==> src/rtl/wide_lzc_sequencer_if.sv <==
// Operand/result handshake bundle for the wide leading-zero-count sequencer.
// Master is the producer/consumer side; slave is the sequencer itself.
interface wide_lzc_sequencer_if #(
  parameter int TOTAL_WIDTH = 256,
  parameter int TAG_WIDTH   = 5
);
  localparam int COUNT_WIDTH = $clog2(TOTAL_WIDTH) + 1;

  logic                   flush;
  logic                   in_valid;
  logic                   in_ready;
  logic [TOTAL_WIDTH-1:0] in_data;
  logic [TAG_WIDTH-1:0]   in_tag;
  logic                   out_valid;
  logic                   out_ready;
  logic [COUNT_WIDTH-1:0] out_count;
  logic                   out_zero;
  logic [TAG_WIDTH-1:0]   out_tag;
  logic                   busy;

  modport master (
    output flush, in_valid, in_data, in_tag, out_ready,
    input  in_ready, out_valid, out_count, out_zero, out_tag, busy
  );

  modport slave (
    input  flush, in_valid, in_data, in_tag, out_ready,
    output in_ready, out_valid, out_count, out_zero, out_tag, busy
  );
endinterface

==> src/rtl/wide_lzc_sequencer.sv <==
// Multi-cycle leading-zero counter: walks a wide operand MSB-first through one
// CHUNK_WIDTH LZC slice per cycle and stops at the first slice holding a one.
module wide_lzc_sequencer #(
  parameter int TOTAL_WIDTH = 256,
  parameter int CHUNK_WIDTH = 64,
  parameter int TAG_WIDTH   = 5
) (
  input logic                 clk,
  input logic                 rst_n,
  wide_lzc_sequencer_if.slave lzc
);
  localparam int NUM_CHUNKS      = TOTAL_WIDTH / CHUNK_WIDTH;
  localparam int IDX_WIDTH       = (NUM_CHUNKS > 1) ? $clog2(NUM_CHUNKS) : 1;
  localparam int COUNT_WIDTH     = $clog2(TOTAL_WIDTH) + 1;
  localparam int SLICE_CNT_WIDTH = $clog2(CHUNK_WIDTH) + 1;

  localparam logic [IDX_WIDTH-1:0]   LAST_IDX   = IDX_WIDTH'(NUM_CHUNKS - 1);
  localparam logic [COUNT_WIDTH-1:0] CHUNK_STEP = COUNT_WIDTH'(CHUNK_WIDTH);
  localparam logic [COUNT_WIDTH-1:0] FULL_COUNT = COUNT_WIDTH'(TOTAL_WIDTH);

  typedef enum logic [1:0] {
    IDLE = 2'd0,
    SCAN = 2'd1,
    DONE = 2'd2
  } state_t;

  // Leading zeros of one slice; the highest set bit wins because it is visited last.
  function automatic logic [SLICE_CNT_WIDTH-1:0] slice_lzc(input logic [CHUNK_WIDTH-1:0] slice);
    logic [SLICE_CNT_WIDTH-1:0] cnt;
    cnt = SLICE_CNT_WIDTH'(CHUNK_WIDTH);
    for (int i = 0; i < CHUNK_WIDTH; i++) begin
      if (slice[i]) begin
        cnt = SLICE_CNT_WIDTH'(CHUNK_WIDTH - 1 - i);
      end
    end
    return cnt;
  endfunction

  state_t                     state_r,     state_s;
  logic [TOTAL_WIDTH-1:0]     operand_r,   operand_s;
  logic [IDX_WIDTH-1:0]       idx_r,       idx_s;
  logic [COUNT_WIDTH-1:0]     acc_r,       acc_s;
  logic [TAG_WIDTH-1:0]       tag_r,       tag_s;
  logic [COUNT_WIDTH-1:0]     out_count_r, out_count_s;
  logic                       out_zero_r,  out_zero_s;
  logic [TAG_WIDTH-1:0]       out_tag_r,   out_tag_s;
  logic                       out_valid_r;
  logic                       in_ready_r;
  logic                       busy_r;

  logic [CHUNK_WIDTH-1:0]     top_slice_s;
  logic [SLICE_CNT_WIDTH-1:0] slice_count_s;
  logic                       slice_found_s;

  // Slice datapath: only the operand register feeds it, never in_data.
  always_comb begin
    top_slice_s   = operand_r[TOTAL_WIDTH-1 -: CHUNK_WIDTH];
    slice_count_s = slice_lzc(top_slice_s);
    slice_found_s = |top_slice_s;
  end

  // Next-state and next-register-value logic; flush overrides everything.
  always_comb begin
    state_s     = state_r;
    operand_s   = operand_r;
    idx_s       = idx_r;
    acc_s       = acc_r;
    tag_s       = tag_r;
    out_count_s = out_count_r;
    out_zero_s  = out_zero_r;
    out_tag_s   = out_tag_r;
    if (lzc.flush) begin
      state_s = IDLE;
    end else begin
      case (state_r)
        IDLE: begin
          if (lzc.in_valid && in_ready_r) begin
            operand_s = lzc.in_data;
            tag_s     = lzc.in_tag;
            acc_s     = {COUNT_WIDTH{1'b0}};
            idx_s     = {IDX_WIDTH{1'b0}};
            state_s   = SCAN;
          end else begin
            state_s = IDLE;
          end
        end
        SCAN: begin
          if (slice_found_s) begin
            out_count_s = acc_r + COUNT_WIDTH'(slice_count_s);
            out_zero_s  = 1'b0;
            out_tag_s   = tag_r;
            state_s     = DONE;
          end else if (idx_r == LAST_IDX) begin
            out_count_s = FULL_COUNT;
            out_zero_s  = 1'b1;
            out_tag_s   = tag_r;
            state_s     = DONE;
          end else begin
            acc_s     = acc_r + CHUNK_STEP;
            operand_s = operand_r << CHUNK_WIDTH;
            idx_s     = idx_r + IDX_WIDTH'(1);
            state_s   = SCAN;
          end
        end
        DONE: begin
          if (out_valid_r && lzc.out_ready) begin
            state_s = IDLE;
          end else begin
            state_s = DONE;
          end
        end
        default: begin
          state_s = IDLE;
        end
      endcase
    end
  end

  // State and datapath registers; handshake flags are registered from the next state.
  always_ff @(posedge clk or negedge rst_n) begin
    if (!rst_n) begin
      state_r     <= IDLE;
      operand_r   <= {TOTAL_WIDTH{1'b0}};
      idx_r       <= {IDX_WIDTH{1'b0}};
      acc_r       <= {COUNT_WIDTH{1'b0}};
      tag_r       <= {TAG_WIDTH{1'b0}};
      out_count_r <= {COUNT_WIDTH{1'b0}};
      out_zero_r  <= 1'b0;
      out_tag_r   <= {TAG_WIDTH{1'b0}};
      out_valid_r <= 1'b0;
      in_ready_r  <= 1'b1;
      busy_r      <= 1'b0;
    end else begin
      state_r     <= state_s;
      operand_r   <= operand_s;
      idx_r       <= idx_s;
      acc_r       <= acc_s;
      tag_r       <= tag_s;
      out_count_r <= out_count_s;
      out_zero_r  <= out_zero_s;
      out_tag_r   <= out_tag_s;
      out_valid_r <= (state_s == DONE);
      in_ready_r  <= (state_s == IDLE);
      busy_r      <= (state_s != IDLE);
    end
  end

  assign lzc.out_valid = out_valid_r;
  assign lzc.in_ready  = in_ready_r;
  assign lzc.busy      = busy_r;
  assign lzc.out_count = out_count_r;
  assign lzc.out_zero  = out_zero_r;
  assign lzc.out_tag   = out_tag_r;
endmodule

==> src/flat_wrapper.sv <==
// flat-port wrapper written by rule: the top's interface ports become plain ports
module wide_lzc_sequencer_flat 
#(
  parameter int TOTAL_WIDTH = 256,
  parameter int CHUNK_WIDTH = 64,
  parameter int TAG_WIDTH   = 5
)
  (clk, rst_n, lzc_flush, lzc_in_valid, lzc_in_data, lzc_in_tag, lzc_out_ready, lzc_in_ready, lzc_out_valid, lzc_out_count, lzc_out_zero, lzc_out_tag, lzc_busy);
  wide_lzc_sequencer_if #(.TOTAL_WIDTH(TOTAL_WIDTH), .TAG_WIDTH(TAG_WIDTH)) lzc_i ();
  input logic clk;
  input logic rst_n;
  input wire logic [$bits(lzc_i.flush)-1:0] lzc_flush;
  input wire logic [$bits(lzc_i.in_valid)-1:0] lzc_in_valid;
  input wire logic [$bits(lzc_i.in_data)-1:0] lzc_in_data;
  input wire logic [$bits(lzc_i.in_tag)-1:0] lzc_in_tag;
  input wire logic [$bits(lzc_i.out_ready)-1:0] lzc_out_ready;
  output wire logic [$bits(lzc_i.in_ready)-1:0] lzc_in_ready;
  output wire logic [$bits(lzc_i.out_valid)-1:0] lzc_out_valid;
  output wire logic [$bits(lzc_i.out_count)-1:0] lzc_out_count;
  output wire logic [$bits(lzc_i.out_zero)-1:0] lzc_out_zero;
  output wire logic [$bits(lzc_i.out_tag)-1:0] lzc_out_tag;
  output wire logic [$bits(lzc_i.busy)-1:0] lzc_busy;
  assign lzc_i.flush = lzc_flush;
  assign lzc_i.in_valid = lzc_in_valid;
  assign lzc_i.in_data = lzc_in_data;
  assign lzc_i.in_tag = lzc_in_tag;
  assign lzc_i.out_ready = lzc_out_ready;
  assign lzc_in_ready = lzc_i.in_ready;
  assign lzc_out_valid = lzc_i.out_valid;
  assign lzc_out_count = lzc_i.out_count;
  assign lzc_out_zero = lzc_i.out_zero;
  assign lzc_out_tag = lzc_i.out_tag;
  assign lzc_busy = lzc_i.busy;
  wide_lzc_sequencer #(.TOTAL_WIDTH(TOTAL_WIDTH), .CHUNK_WIDTH(CHUNK_WIDTH), .TAG_WIDTH(TAG_WIDTH)) u_core (.clk(clk), .rst_n(rst_n), .lzc(lzc_i));
endmodule
==> config.mk <==
export PLATFORM = sky130hd
export DESIGN_NAME = wide_lzc_sequencer_flat
export DESIGN_NICKNAME = d
export VERILOG_FILES = /design/src/rtl/wide_lzc_sequencer_if.sv /design/src/rtl/wide_lzc_sequencer.sv /design/src/flat_wrapper.sv
export SDC_FILE = /design/constraint.sdc
export NUM_CORES = 1
export LEC_CHECK = 0
export CORE_MARGIN = 10
export CORE_UTILIZATION = 35
export DETAILED_ROUTE_END_ITERATION = 16
export HOLD_SLACK_MARGIN = 0.15
export PLACE_DENSITY = 0.6
export SLEW_MARGIN = 30
export SYNTH_ARGS = -nofsm -noshare
export SYNTH_HDL_FRONTEND = slang
export SYNTH_SLANG_ARGS = --single-unit
==> constraint.sdc <==
create_clock -name clk -period 3.6 [get_ports clk]
set_clock_uncertainty 0.05 [all_clocks]
set_input_delay 0.54 -clock clk [delete_from_list [all_inputs] [get_ports clk]]
set_output_delay 0.54 -clock clk [all_outputs]
set_load 0.05 [all_outputs]
# --- Yosys cells after proc, flatten, opt, wreduce, memory -nomap -nowiden ---
# Index checks and enable logic that the tools add are counted.
totals:
  register_bits: 292
  in_bits: 266
  out_inout_bits: 18
op_classes:
  addsub: 3
  eq_ne: 7
  n_mux: 88
  bitwise_logic: 1
  n_reduce_logical: 11
op_table:
  columns: ["cell", "count"]
  rows:
  - ["256-bit 2-to-1 mux", 3]
  - ["256-bit case mux with 2 select lines", 1]
  - ["7-bit 2-to-1 mux", 64]
  - ["64-bit OR reduction", 1]
  - ["9-bit 2-to-1 mux", 5]
  - ["9-bit case mux with 2 select lines", 1]
  - ["2-bit 2-to-1 mux", 7]
  - ["5-bit 2-to-1 mux", 2]
  - ["9-bit by 7-bit adder with 9-bit output", 1]
  - ["9-bit by 7-bit adder with 9-bit output (second input constant)", 1]
  - ["2-bit equality test (second input constant)", 3]
  - ["2-bit case mux with 3 select lines", 1]
  - ["3-bit AND reduction", 2]
  - ["2-bit nonzero test", 3]
  - ["5-bit AND reduction", 1]
  - ["2-bit zero test", 2]
  - ["2-bit inequality test (second input constant)", 2]
  - ["2-bit case mux with 2 select lines", 1]
  - ["1-bit 2-to-1 mux", 3]
  - ["2-bit by 1-bit adder with 2-bit output (second input constant)", 1]
  - ["2-bit by 1-bit equality test with 1-bit output (second input constant)", 1]
  - ["1-bit logical AND", 2]
  - ["2-bit by 1-bit inequality test with 1-bit output (second input constant)", 1]
  - ["1-bit inverter", 1]

# --- Longest topological paths before layout ---
logic_depth:
  ltp_word: 66
  ltp_mapped: 13
  depth_no_buf: 13

# --- Worst setup path before layout ---
# OpenSTA, ideal clock, no wires.
synth_timing:
  path_kind: "flip-flop to flip-flop"
  from: "reg u_core.operand_r[200]"
  to: "reg u_core.operand_r[252]"
  arrival_time_ns: 2.530
  slack_ns: 0.887
  path_stages_with_launch: 12
  path_buffers: 4
  path_cell_list: "dfrtp_1 > or4_1 > nor4b_2 > or3b_1 > buf_2 > nor2_4 > a21oi_2 > buf_6 > buf_6 > buf_6 > nand2_1 > o21ai_1"
synth_via:
  elab_chain_cells: 3
synth_lines:
  columns: ["element", "line_no", "rtl"]
  rows:
  - ["start: declaration", "wide_lzc_sequencer.sv:40", "logic [TOTAL_WIDTH-1:0] operand_r, operand_s;"]
  - ["start signal: assignment", "wide_lzc_sequencer.sv:123", "operand_r <= {TOTAL_WIDTH{1'b0}};"]
  - ["start signal: assignment", "wide_lzc_sequencer.sv:135", "operand_r <= operand_s;"]
  - ["64-bit OR reduction", "wide_lzc_sequencer.sv:59", "slice_found_s = |top_slice_s;"]
  - ["2-bit inequality test (no line)", null, null]
  - ["5-bit AND reduction (no line)", null, null]
# Every way passes these cells.
# A chain may end at the register's enable or synchronous reset.

# --- Worst setup path in the final report ---
layout_timing:
  from: "reg u_core.operand_r[205]"
  to: "reg u_core.operand_r[93]"
# The elaborated chain is that of the path after synthesis.

==> summary.md <==
| Metric | Value |
|---|---|
| Setup_tns | `0 ns` |
| Distinct cells, synth | `53` |
| Final wirelength | `38300 um` |
| First-pass GRT wire length | `61800 um` |
| CTS Buffer Depth | `3` |
| Sw Pwr | `3480 uW` |
| Post-synth EDFFs | `0` |
| Top_reg_cell synth | `dfrtp_1` |
| Fin. max-slew vios | `0` |
| HP Start | `u_core.tag_r[3]` |
| Critical Path AT | `3.65 ns` |
| Flop pwr share | `45.3%` |
| Placed cell count | `2122` |
| Switching portion of total power | `31.8%` |
| Synth-to-Final Area Change | `32.7%` |
| Unrepaired setup endpoints after global routing | `false` |
| Max-cap violation count | `0` |
| Most common cell after layout, fill and taps aside | `nand2_1` |
| Initial Utilization | `35.6%` |
| Vias | `10475` |
| Mapped Area | `0.0134 mm2` |
| Final Hold Vio Count | `0` |
| Synth warn | `0` |
| Synthesized net count | `1662` |
| Worst slack, placed | `0.282 ns` |
| Die width | `216 um` |
| IO buf count | `283` |
| Worst slew margin | `42.4%` |
| Die Footprint | `0.0466 mm2` |
| Flop-to-flop setup slack | `0.26 ns` |
| Antenna violations before repair | `3` |
| Worst-path clk slew | `0.06 ns` |
| HP Class | `flip-flop to flip-flop` |
| Routed len/inst | `17.6 um` |
| Highest clock rate | `0.299 GHz` |
| Cell Int Power | `7450 uW` |
| Worst EP required | `3.91 ns` |
| Sinks on Clock Net | `286` |
| DR DRC count | `0` |
| Crit. End Element | `flip-flop` |
| Min Tclk post-route | `3.34 ns` |
| Period Utilization, post-route | `92.8%` |
| Status | `complete, no violations` |
| Iter 0 DRT Violations | `613` |
| Nets | `1918` |
| Power share of the clock group | `30.4%` |
| GR Overflow Total | `0` |
| Fillers | `3650` |
| Via/cell ratio | `4.80` |
| Commonest cells after routing, fill and taps aside | `nand2_1 (364), dfrtp_1 (285), clkdlybuf4s50_1 (282)` |
| Least-Margin Pin Slew | `0.863 ns` |
| Largest net degree at the start of global routing | `178` |
| Seq/Total Area, Yosys | `53.2%` |
| Crit Path Max Fanout | `177` |
| Critical path class | `flip-flop to flip-flop` |
| Non-filler instance count after layout | `2181` |
| VDD IR-drop max | `0.313 mV` |
| I/O Pins | `284` |
| Footprint of the multi-input gates | `0.00577 mm2` |
| First-pass DRT Iterations | `5` |
| Part of the power in combinational logic | `24.4%` |
| Seq. cell area | `0.00716 mm2` |
| Post-CTS Setup Inserts | `0` |
| Worst-Skew Late Latency | `0.53 ns` |
| CTS Buf Count | `34` |
| Standard-cell row count | `71` |
| Post-DRT Antenna Nets | `0` |
| PwrDens | `613 mW/mm2` |
| # setup viols final | `0` |
| Core footprint | `0.0378 mm2` |
| Critical path startpoint | `u_core.operand_r[205]` |
| Post-place instance area | `0.0168 mm2` |
| Final worst-path setup slack | `0.261 ns` |
| Yosys reg bits | `286` |
| Startpoint Class | `flip-flop` |
| H-tree Lvls | `2` |
| TritonCTS clock tree | `yes` |
| RePlAce Congestion | `0.775` |
| Mapped Avg Cell Area | `9.66 um2` |
| Share of cells above drive strength 1 | `4.67%` |
| Root buffer cell | `clkbuf_16` |
| Vias in the first global route | `11152` |
| Die Y | `216 um` |
| GR Util All Layers | `16.3%` |
| Post-route design area | `0.0178 mm2` |
| FF-to-FF Start | `u_core.operand_r[205]` |
| DPL Wire Length | `27600 um` |
| Ys async rst share | `100%` |
| Static leakage | `0.00769 uW` |
| Synthesized instance count | `1392` |
logic make-up (layout without fill, tap and decap cells):
family / Yosys count / in the layout / share of synthesized area [%]
muxes: 193 / 193 / 14.4
other: 1 / 2 / 0.0279
adders and majority gates: 4 / 4 / 0.372
and+or+nand+nor: 537 / 537 / 17.0
DFF: 286 / 286 / 53.2
AOI/OAI and AO/OA: 258 / 258 / 10.4
xor gates and xnor gates: 7 / 7 / 0.456
buffers and inverters: 106 / 383 / 4.05
worst paths after layout:
check                                         to  depth (start not counted)
max reg2reg                 u_core.operand_r[93]                          8
min in group asynchronous   u_core.operand_r[19]                          2
max in group asynchronous  u_core.operand_r[106]                          3
min reg2reg                u_core.lzc.out_tag[3]                          2
min                        u_core.lzc.out_tag[3]                          2
max                         u_core.operand_r[93]                          8
per-stage QoR:
step | power [uW] | hold WS, ns | utilization, %
floorplan | 6600 | 0.194 | -
global placement | 7580 | 0.393 | 44.4
detailed placement | 7710 | 0.402 | 44.4
CTS | 11100 | 0.416 | 47.2
global route | 11700 | 0.440 | 47.2
finish | 10900 | 0.417 | 47.2
worst max-delay path, cell delays in order, from the launching register on:
cell     delay [ns]
dfrtp_1        0.42
or4_1          0.63
nor4b_2        0.36
or3b_1         0.51
nor2_4         0.27
a21oi_4        0.24
buf_12         0.31
nand2_1        0.18
o21ai_1        0.07
final cells by class:
| class | count | area share, % |
|---|---|---|
| repair buffers | 308 | 17.5 |
| well taps | 511 | 3.59 |
| inverters | 18 | 0.379 |
| clock inverters | 3 | 0.246 |
| flip-flops and latches | 286 | 40.1 |
| clock buffers | 54 | 5.72 |
| multi-input cells | 1000 | 32.4 |
| diodes | 1 | 0.0140 |
synth_stat cells (all sizes together) (2+ instances only):
cell type,number,area [um2]
clkbuf,57,220
ha,4,50.1
o2111ai,3,26.3
a21oi,16,83.8
a211oi,5,37.5
mux2i,193,1930
and3,2,12.5
xnor2,3,26.3
nand4,4,25.0
o211ai,3,22.5
or3,2,12.5
nand3,71,355
o31ai,3,22.5
a22o,4,35.0
nand2b,4,25.0
nor3,17,85.1
o21ai,208,1040
inv,18,67.6
dfrtp,285,7130
nor4,22,144
nor2,35,139
buf,31,256
or4,9,67.6
o21a,4,30.0
nand2,365,1370
xor2,4,35.0
a31oi,2,12.5
metal layers:
metal	part of all wire [%]	vias to the layer above	global-route usage [%]
met2	47	230	26.5
met5	0.031	-	0
met3	6.1	46	4.13
li1	-	5292	-
met1	45	4905	21.0
met4	1.9	2	4.33
power groups by stage:
stage	sequential, uW	combinational [uW]	clock, uW
after floorplan	4980	1620	0
after global routing	5100	3040	3560
after CTS	4950	2710	3430
after global placement	4950	2630	0
after detailed placement	5010	2700	0
final	4950	2660	3320
registers in the layout, indices dropped and copies added, names as in the netlist:
name	count
u_core.idx_r	2
u_core.operand_r	256
u_core.lzc.out_count	9
u_core.lzc.in_ready	1
u_core.lzc.busy	1
u_core.lzc.out_zero	1
u_core.lzc.out_valid	1
u_core.tag_r	5
u_core.lzc.out_tag	5
u_core.acc_r	3
u_core.state_r	2
timing repair:
action / 4_1_cts / 5_1_grt
endpoints found under the setup margin: 0 / 0
endpoints found under the hold margin: 63 / 0
gates resized for setup: 0 / 0
hold buffers: 1 / 0
(Power assumes the default switching activity.)
